<file path="config.mk">
export PLATFORM = sky130hd
export DESIGN_NAME = issue_dispatch_scheduler
export DESIGN_NICKNAME = d
export VERILOG_FILES = /design/src/rtl/issue_dispatch_scheduler.sv
export SDC_FILE = /design/constraint.sdc
export NUM_CORES = 1
export LEC_CHECK = 0
export BUFFER_PORTS_ARGS = -buffer_cell sky130_fd_sc_hd__buf_2
export CORE_MARGIN = 5
export CORE_UTILIZATION = 30
export DETAILED_ROUTE_END_ITERATION = 8
export PLACE_DENSITY = 0.59
export RECOVER_POWER = 25
export SETUP_SLACK_MARGIN = 0.4
export SYNTH_ARGS = -nofsm -noshare
export SYNTH_HDL_FRONTEND = slang
export SYNTH_SLANG_ARGS = --single-unit
</file>
<file path="constraint.sdc">
create_clock -name clk -period 4.6 [get_ports clk]
set_input_delay 0.92 -clock clk [delete_from_list [all_inputs] [get_ports clk]]
set_output_delay 0.92 -clock clk [all_outputs]
set_load 0.03 [all_outputs]
</file>
<file path="src/rtl/issue_dispatch_scheduler.sv">
// ---------------------------------------------------------------------------
// issue_dispatch_scheduler
//
// Steers up to DISPATCH_WIDTH renamed micro-ops per cycle into BANK_NUM issue
// banks of a single issue queue. Each valid lane goes to a distinct, eligible
// bank, picked in order of increasing estimated occupancy. The chosen writes
// are registered once before they reach the bank write ports.
//
// Occupancy estimate per bank = reported count + staged write. The staged
// write is not yet visible in bank_num, so adding it keeps the estimate from
// under-counting. Dequeues are ignored, which makes the estimate conservative.
//
// Optional build macro ISSUE_SCHED_PERF_RR_EN:
//   - breaks occupancy ties round-robin from rr_ptr instead of lowest index
//   - adds the stall_cnt output (saturating dispatch-blocked cycle count)
//
// Ports:
//   clk        core clock
//   rst        asynchronous active-low reset
//   dis_valid  per-lane op valid
//   dis_data   per-lane payload, lane i at [i*DATA_WIDTH +: DATA_WIDTH]
//   dis_ready  all valid lanes are accepted this cycle
//   bank_num   per-bank occupied-entry count (CNT_WIDTH bits per bank)
//   bank_full  per-bank full flag
//   redirect   backend redirect; flushes dispatch and the staging register
//   bank_en    per-bank write enable (registered, masked by redirect)
//   bank_data  per-bank write payload (registered)
//   stall_cnt  dispatch-blocked cycle counter (optional build only)
// ---------------------------------------------------------------------------
module issue_dispatch_scheduler #(
  parameter int BANK_NUM       = 4,
  parameter int DEPTH          = 8,
  parameter int DATA_WIDTH     = 64,
  parameter int DISPATCH_WIDTH = 2,
  parameter int CNT_WIDTH      = $clog2(DEPTH) + 1
) (
  input  logic                               clk,
  input  logic                               rst,
  input  logic [DISPATCH_WIDTH-1:0]          dis_valid,
  input  logic [DISPATCH_WIDTH*DATA_WIDTH-1:0] dis_data,
  output logic                               dis_ready,
  input  logic [BANK_NUM*CNT_WIDTH-1:0]      bank_num,
  input  logic [BANK_NUM-1:0]                bank_full,
  input  logic                               redirect,
  output logic [BANK_NUM-1:0]                bank_en,
  output logic [BANK_NUM*DATA_WIDTH-1:0]     bank_data
`ifdef ISSUE_SCHED_PERF_RR_EN
  ,
  output logic [31:0]                        stall_cnt
`endif
);

  // RW holds counts 0..BANK_NUM; PW holds a bank index.
  localparam int unsigned RW = $clog2(BANK_NUM) + 1;
  localparam int unsigned PW = (BANK_NUM > 1) ? $clog2(BANK_NUM) : 1;

  logic [BANK_NUM-1:0]            bank_en_q;
  logic [BANK_NUM*DATA_WIDTH-1:0] bank_data_q;

  logic [CNT_WIDTH:0]    occ      [BANK_NUM];
  logic [BANK_NUM-1:0]   elig;
  logic [RW-1:0]         n_elig;
  logic [PW-1:0]         tie_key  [BANK_NUM];
  logic [RW-1:0]         rank     [BANK_NUM];
  logic [RW-1:0]         slot     [DISPATCH_WIDTH];
  logic [RW-1:0]         lane_cnt;
  logic                  accept;
  logic [BANK_NUM-1:0]   alloc;
  logic [DATA_WIDTH-1:0] alloc_data [BANK_NUM];

`ifdef ISSUE_SCHED_PERF_RR_EN
  logic [PW-1:0] rr_ptr;
  logic [PW-1:0] last_bank;
`endif

  // Occupancy estimate and eligibility, one extra bit so the sum never wraps.
  always_comb begin
    n_elig = '0;
    for (int unsigned b = 0; b < BANK_NUM; b++) begin
      occ[b]  = {1'b0, bank_num[b*CNT_WIDTH +: CNT_WIDTH]}
              + {{CNT_WIDTH{1'b0}}, bank_en_q[b]};
      elig[b] = (occ[b] < (CNT_WIDTH+1)'(DEPTH)) && !bank_full[b];
      n_elig  = n_elig + {{(RW-1){1'b0}}, elig[b]};
    end
  end

  // Tie-break order: smaller key wins among banks with equal occupancy.
  always_comb begin
    for (int unsigned b = 0; b < BANK_NUM; b++) begin
`ifdef ISSUE_SCHED_PERF_RR_EN
      // Distance from rr_ptr modulo BANK_NUM; truncation to PW bits is
      // harmless because the true distance is always below BANK_NUM.
      tie_key[b] = (PW'(b) >= rr_ptr) ? (PW'(b) - rr_ptr)
                                      : (PW'(b + BANK_NUM) - rr_ptr);
`else
      tie_key[b] = PW'(b);
`endif
    end
  end

  // rank[b] = number of eligible banks ordered ahead of b. Ranks of the
  // eligible banks are unique, so rank k identifies the k-th best bank.
  always_comb begin
    for (int unsigned b = 0; b < BANK_NUM; b++) begin
      rank[b] = '0;
      for (int unsigned c = 0; c < BANK_NUM; c++) begin
        if (elig[c] && ((occ[c] < occ[b]) ||
                        ((occ[c] == occ[b]) && (tie_key[c] < tie_key[b])))) begin
          rank[b] = rank[b] + RW'(1);
        end
      end
    end
  end

  // slot[i] = number of valid lanes below lane i.
  always_comb begin
    lane_cnt = '0;
    for (int unsigned i = 0; i < DISPATCH_WIDTH; i++) begin
      slot[i]  = lane_cnt;
      lane_cnt = lane_cnt + {{(RW-1){1'b0}}, dis_valid[i]};
    end
  end

  // Readiness only depends on having enough eligible banks for a full group,
  // never on how many lanes are actually valid.
  assign dis_ready = rst && !redirect && (n_elig >= RW'(DISPATCH_WIDTH));
  assign accept    = dis_ready && (|dis_valid);

  // Lane-to-bank allocation: the k-th valid lane takes the rank-k bank.
  always_comb begin
    alloc = '0;
    for (int unsigned b = 0; b < BANK_NUM; b++) begin
      alloc_data[b] = '0;
    end
`ifdef ISSUE_SCHED_PERF_RR_EN
    last_bank = '0;
`endif
    for (int unsigned i = 0; i < DISPATCH_WIDTH; i++) begin
      for (int unsigned b = 0; b < BANK_NUM; b++) begin
        if (accept && dis_valid[i] && elig[b] && (rank[b] == slot[i])) begin
          alloc[b]      = 1'b1;
          alloc_data[b] = dis_data[i*DATA_WIDTH +: DATA_WIDTH];
`ifdef ISSUE_SCHED_PERF_RR_EN
          // Lanes are scanned in ascending order, so this ends on the bank
          // of the highest valid lane.
          last_bank = PW'(b);
`endif
        end
      end
    end
  end

  // Staging register.
  always_ff @(posedge clk or negedge rst) begin
    if (!rst) begin
      bank_en_q   <= '0;
      bank_data_q <= '0;
    end else begin
      bank_en_q <= alloc & {BANK_NUM{!redirect}};
      for (int unsigned b = 0; b < BANK_NUM; b++) begin
        if (alloc[b]) begin
          bank_data_q[b*DATA_WIDTH +: DATA_WIDTH] <= alloc_data[b];
        end
      end
    end
  end

  // A redirect squashes the staged writes before they reach the banks.
  assign bank_en   = bank_en_q & {BANK_NUM{!redirect}};
  assign bank_data = bank_data_q;

`ifdef ISSUE_SCHED_PERF_RR_EN
  always_ff @(posedge clk or negedge rst) begin
    if (!rst) begin
      rr_ptr    <= '0;
      stall_cnt <= '0;
    end else begin
      if (accept) begin
        rr_ptr <= (last_bank == PW'(BANK_NUM - 1)) ? '0 : (last_bank + PW'(1));
      end
      if ((|dis_valid) && !dis_ready && !redirect && (stall_cnt != '1)) begin
        stall_cnt <= stall_cnt + 32'd1;
      end
    end
  end
`endif

endmodule

</file>
=== After elaboration in Yosys (flattened, before gate mapping) ===
Index checks and enable logic that the tools add are counted.

* Add/subtract/negate cells: 19
* $mul: 0
* Div/mod/pow operators: 0
* Order comparisons: 21
* Equality and inequality tests: 10
* Shifts and indexed selects: 0
* Muxes and demuxes: 32
* Bitwise gates (word level): 2
* Reductions and logical operators: 57

{| class="wikitable"
|+ Operators by type and width
! cell !! number
|-
| 2-to-1 mux 64 bit || 8
|-
| less-than comparator 5 bit || 16
|-
| logical AND 1 bit || 41
|-
| 2-to-1 mux 3 bit || 11
|-
| equality test 5 bit || 6
|-
| adder 3 x 1 -> 3 bit, second input constant || 9
|-
| adder 4 x 1 -> 5 bit || 4
|-
| less-than comparator 5 x 4 -> 1 bit, second input constant || 4
|-
| equality test 3 x 1 -> 1 bit || 4
|-
| logical NOT 3 bit || 4
|-
| 2-to-1 mux 1 bit || 12
|-
| bitwise AND 4 bit || 2
|-
| logical OR 1 bit || 6
|-
| logical NOT 1 bit || 5
|-
| adder 1 x 1 -> 2 bit, second input constant || 2
|-
| adder 2 x 1 -> 3 bit || 1
|-
| adder 2 x 1 -> 3 bit, second input constant || 1
|-
| adder 3 x 1 -> 3 bit || 1
|-
| greater-or-equal comparator 3 x 2 -> 1 bit, second input constant || 1
|-
| adder 1 x 1 -> 2 bit || 1
|-
| 2-to-1 mux 2 bit || 1
|-
| OR reduction 2 bit || 1
|}

* Register bits after elaboration: 260
* Bits in latches: 0
* Bits in writable memories: 0
* ROM bits: 0
* Input bits: 153
* Output and inout bits: 261
* Word-level logic and storage cells: 146
* Memories: 0

=== Logic depth before layout (Yosys ltp) ===
* Depth in word-level cells: 16
* Mapped depth: 20
* Gate-level depth less buffers: 18

=== Worst setup path after synthesis ===
Ideal clock, no wire load.

* Path type: input-to-reg
* From: input bank_num[8]
* To: register bank_data_q[100] (netlist: bank_data[100])
* Setup time: 0.125 ns
* Arrival time: 4.564 ns
* Required time: 4.475 ns
* Path slack: -0.089 ns
* Stages on the path: 19
* Path buffers: 2
* Cell sequence: ha_1 ha_1 inv_1 ha_1 nor2b_1 o21ai_0 maj3_1 nand2_1 a21oi_1 a21oi_1 a21oi_1 or2_2 ha_1 or2_2 a211o_1 a211o_1 buf_6 buf_6 mux2_4

* Word-level cells in the longest chain between the ends: 13
* Elaborated cells on any way between the ends: 25
* Classes of those cells: add/sub: 4; order compare: 3; eq/ne: 1; mux: 6; reduce/logical: 11

{| class="wikitable"
|+ Ends and longest elaborated chain
! item !! RTL line !! text
|-
| start, declared || 42 || <nowiki>input logic [BANK_NUM*CNT_WIDTH-1:0] bank_num,</nowiki>
|-
| adder 4 x 1 -> 5 bit (*) || 81 || <nowiki>+ {{CNT_WIDTH{1'b0}}, bank_en_q[b]};</nowiki>
|-
| less-than comparator 5 x 4 -> 1 bit || 82 || <nowiki>elig[b] = (occ[b] < (CNT_WIDTH+1)'(DEPTH)) && !bank_full[b];</nowiki>
|-
| logical AND 1 bit || 82 ||
|-
| adder 2 x 1 -> 3 bit || 83 || <nowiki>n_elig = n_elig + {{(RW-1){1'b0}}, elig[b]};</nowiki>
|-
| adder 3 x 1 -> 3 bit || 83 ||
|-
| greater-or-equal comparator 3 x 2 -> 1 bit || 126 || <nowiki>assign dis_ready = rst && !redirect && (n_elig >= RW'(DISPATCH_WIDTH));</nowiki>
|-
| logical AND 1 bit || 126 ||
|-
| logical AND 1 bit || 127 || <nowiki>assign accept = dis_ready && (|dis_valid);</nowiki>
|-
| logical AND 1 bit (3 in series) || 140 || <nowiki>if (accept && dis_valid[i] && elig[b] && (rank[b] == slot[i])) begin</nowiki>
|-
| 2-to-1 mux 64 bit / 2-to-1 mux 1 bit (equally long branches) (2 in series) || 140 ||
|-
| end signal, assigned by index || 162 || <nowiki>bank_data_q[b*DATA_WIDTH +: DATA_WIDTH] <= alloc_data[b];</nowiki>
|-
| end, declared || 58 || <nowiki>logic [BANK_NUM*DATA_WIDTH-1:0] bank_data_q;</nowiki>
|}

Every way passes the cells marked *; elsewhere a longest branch is shown, timed or not.
A chain may end at the register's enable or synchronous reset.

=== Worst setup path in the final report ===
* From: input bank_num[8]
* To: register bank_data_q[125] (netlist: bank_data[125])

The elaborated chain is that of the path after synthesis.

==> results.toml <==
[outcome]
outcome = "finished, violations left"
failed_checks = "capacitance limit, slew limit"

[routing]
dr.first_iter.drc_count = 584
drcViolationCount = 0
vias = 11100
avgRoutedWirePerCell_um = 23.6
wirelength_mm = 53.6
dr.pass1.iters = 7
drtAntennaViolNets = 0
post_detailed_route_via_to_cell_ratio = 4.88

[setup_path]
worst-r2r-cell-count = 19
worstReg2RegStart = "bank_en_q[2]$_DFF_PN0_"
critical_path_peak_fanout = 8
critPathMaxStageDelay_ns = 0.39
endpoint = "bank_data[125]$_DFFE_PN0P_"
cpMostUsedCell = "sky130_fd_sc_hd__ha_4"
critical_path.top_delay_family = "adder cells"
timing.critical_path.buf_inv = 4
crit_type = "in -> reg"
timing.critical_path.required_ns = 5.00
critical_register_to_register_path_endpoint = "bank_data[125]$_DFFE_PN0P_"
crit_start = "bank_num[8]"
cp_cell_sequence = "buf_6 > ha_4 > ha_4 > inv_4 > ha_4 > nor2b_4 > o21ai_2 > maj3_2 > nor2_1 > a21oi_1 > a21oi_1 > a21oi_1 > or2_4 > ha_4 > nor4bb_1 > o21ai_1 > a211o_4 > buf_12 > clkbuf_16 > mux2_4"
cp-end-kind = "flip-flop"
critical_path.slowest_cell = "sky130_fd_sc_hd__a211o_4"
path_depth = 20
reg_to_reg_slack_setup_ns = 0.38
crit_path_start_kind = "input port"
worst-endpoint-arrival_ns = 4.64

[synthesis]
mappedNetlistArea_um2 = 14400
async_flop_share_pct = 100
synth-main-ff-cell = "sky130_fd_sc_hd__dfrtp_1"
yosys.area.top_type_share_pct = 45.3
netlist-cell-type-count = 55
avg_inst_size_synth_um2 = 12.8
synth.yosys.warnings = 0
synth_area_leaders = "sky130_fd_sc_hd__dfrtp_1 45%, sky130_fd_sc_hd__mux2_1 14%, sky130_fd_sc_hd__mux2_2 11%"
postSynthRegisterBits = 260
yosys.area.top_type = "sky130_fd_sc_hd__dfrtp_1"
yosysSeqAreaShare_pct = 45.3
netlist_instances = 1125
synth_enable_flop_cells = 0
mappedNetlistNets = 1313

[power_and_ir_drop]
cellPowerDensity_nw_per_um2 = 471
power.static_leakage_nw = 10.8
vdd_drop_max_mv = 0.340
finalPower_w = 0.00969

[sta]
period_minus_ws_final_ns = 4.24
post-route-period-util_pct = 92.2
finalSetupViolations = 0
post-route-worst-setup-slack_ns = 0.358
hold_violations = 0
max_clock_freq_mhz = 236
rsz0062_at_grt = "true"
timing_worst_slew_pin_value_ns = 1.78
clock-skew-final_ns = 0.0169
timing.max_slew.rel_slack_pct = -18.5
timing_max_transition_violations_final = 96

[grt]
globalRoute.totalOverflow = 0
global_route_met2_usage_pct = 30.0
grt_max_degree = 71
antenna_found_initial = 6
grt_pass1_wl_mm = 74.6
global_route.usage.total_pct = 18.1
grt_pass1_vias = 11800
grt_util_met3_pct = 4.87
grt_busiest_layer = "met2"
groute.layer.met1.usage_pct = 23.7

[finish]
final_nets = 1820
fraction_of_final_layout_cells_sized_beyond_drive_strength_1_pct = 58.3
final_common_cell = "sky130_fd_sc_hd__buf_2"
fill_cells = 4420
final-seq-area_um2 = 6510
multi_input_area_um2 = 8370
final_cell_mix = "409 x sky130_fd_sc_hd__buf_2, 260 x sky130_fd_sc_hd__dfrtp_1, 167 x sky130_fd_sc_hd__mux2_4"
final_area_um2 = 20600
synthToLayoutAreaGrowth_pct = 43.4
final_cell_count_without_fillers = 2272

[clock_tree]
clock_tree.buffer_depth = 3
htree_levels = 2
clkSlewWorstSetupHoldPaths_ns = 0.06
cts_inserted_buffers = 34
cts.sinks = 260
buffer_type_at_the_clock_tree_root = "sky130_fd_sc_hd__clkbuf_16"
clock_latency_ns = 0.52
postCtsHoldBufs = 0
tritoncts = "done"

[placed_design]
place_inst = 2171
dp_worst_setup_slack_ns = -0.217
globalplace.congestion = 0.886
place_hpwl_mm = 34.6
placed_cell_area_um2 = 18400
place.port_buffers = 413

[die]
io_pins = 414
placementRows = 80
fp.coreArea_um2 = 47500
chipWidth_um = 229
die_h_um = 229
start_util_pct = 30.2
die_area_um2 = 52300

[flow_run]
max-cap-violations = 2

[hold_path]
holdCritPathClass = "reg -> reg"
min_path_cells = 2
[how the worst min path moves through the flow]
stage | startpoint | to | slack, ns
2_1_floorplan | rst | bank_data[0]$_DFFE_PN0P_ | 0.62
3_3_place_gp | bank_data[22]$_DFFE_PN0P_ | bank_data[22]$_DFFE_PN0P_ | 0.55
3_5_place_dp | bank_data[3]$_DFFE_PN0P_ | bank_data[3]$_DFFE_PN0P_ | 0.57
4_1_cts | rst | bank_data[195]$_DFFE_PN0P_ | 0.20
5_1_grt | bank_data[32]$_DFFE_PN0P_ | bank_data[32]$_DFFE_PN0P_ | 0.61
6_report | bank_data[3]$_DFFE_PN0P_ | bank_data[3]$_DFFE_PN0P_ | 0.58
[layout make-up]
cell class / instances / area share, %
inverter: 22 / 0.450
antenna: 4 / 0.0486
sequential: 260 / 31.6
tap: 615 / 3.74
clock inverter: 10 / 0.395
clock buffer: 47 / 4.92
multi-input combinational: 779 / 40.7
timing repair buffer: 535 / 18.2
[synth_stat cells, drive strengths merged (2+ instances only)]
master / instances
mux2i: 71
a211o: 2
buf: 46
and2: 2
nand3: 8
nor4b: 4
o31ai: 3
or2: 8
nand2b: 5
nor2b: 11
and3: 4
xnor2: 13
xor2: 5
nor4: 4
a211oi: 4
mux2: 386
a21oi: 72
a221oi: 2
o21ai: 10
inv: 22
ha: 34
nand4: 2
dfrtp: 260
or3: 3
nor2: 75
nand2: 19
nand4b: 3
maj3: 7
nor3: 11
clkbuf: 18
[metrics by stage]
stage / util, % / TNS (ns) / hold WS, ns
after floorplan: - / 0 / 0.624
after global placement: 38.6 / -27.98 / 0.554
after detailed placement: 38.6 / -43.09 / 0.570
after CTS: 41.1 / 0 / 0.204
after global routing: 43.3 / 0 / 0.608
final: 43.3 / 0 / 0.581
[registers in the layout, summed over array words and instances (netlist names)]
| register | flops |
|---|---|
| bank_data | 256 |
| bank_en_q | 4 |
[power breakdown]
group / switching [W] / internal (W) / total (W)
logic: 0.00224 / 0.00153 / 0.00377
registers: 0.000378 / 0.00292 / 0.00330
clock network: 0.00103 / 0.00159 / 0.00262
total: 0.00365 / 0.00604 / 0.00969
[cell families after synthesis]
| kind of cell | synth area share, % |
|---|---|
| adders and majority gates | 3.61 |
| AOI/OAI and AO/OA | 3.96 |
| buffers and inverters | 3.48 |
| xor gates and xnor gates | 1.26 |
| DFF | 45.3 |
| and+or+nand+nor | 5.47 |
| muxes | 36.9 |
[worst reg2reg max path: cells and delay by family (launching register included)]
kind            cells  cell delay [ns]
buf+inv             3             0.38
fa+ha+maj           5             1.37
compound gates      6             0.83
mux                 1             0.30
simple gates        4             0.80
flops               1             0.44
[timing repair]
item                                    in CTS  in global routing
endpoints found under the setup margin     185                243
hold endpoints to repair                     0                  0
resized for setup                            4                 91
cloned                                       1                 23
pin swaps                                    2                 30
setup buffers                                2                 14
[metal layers]
metal	vias up	share of wire, %
li1	5062	-
met1	5647	44
met2	307	47
met3	73	6.1
met4	4	2.0
met5	-	0.050
(Power assumes the default switching activity.)
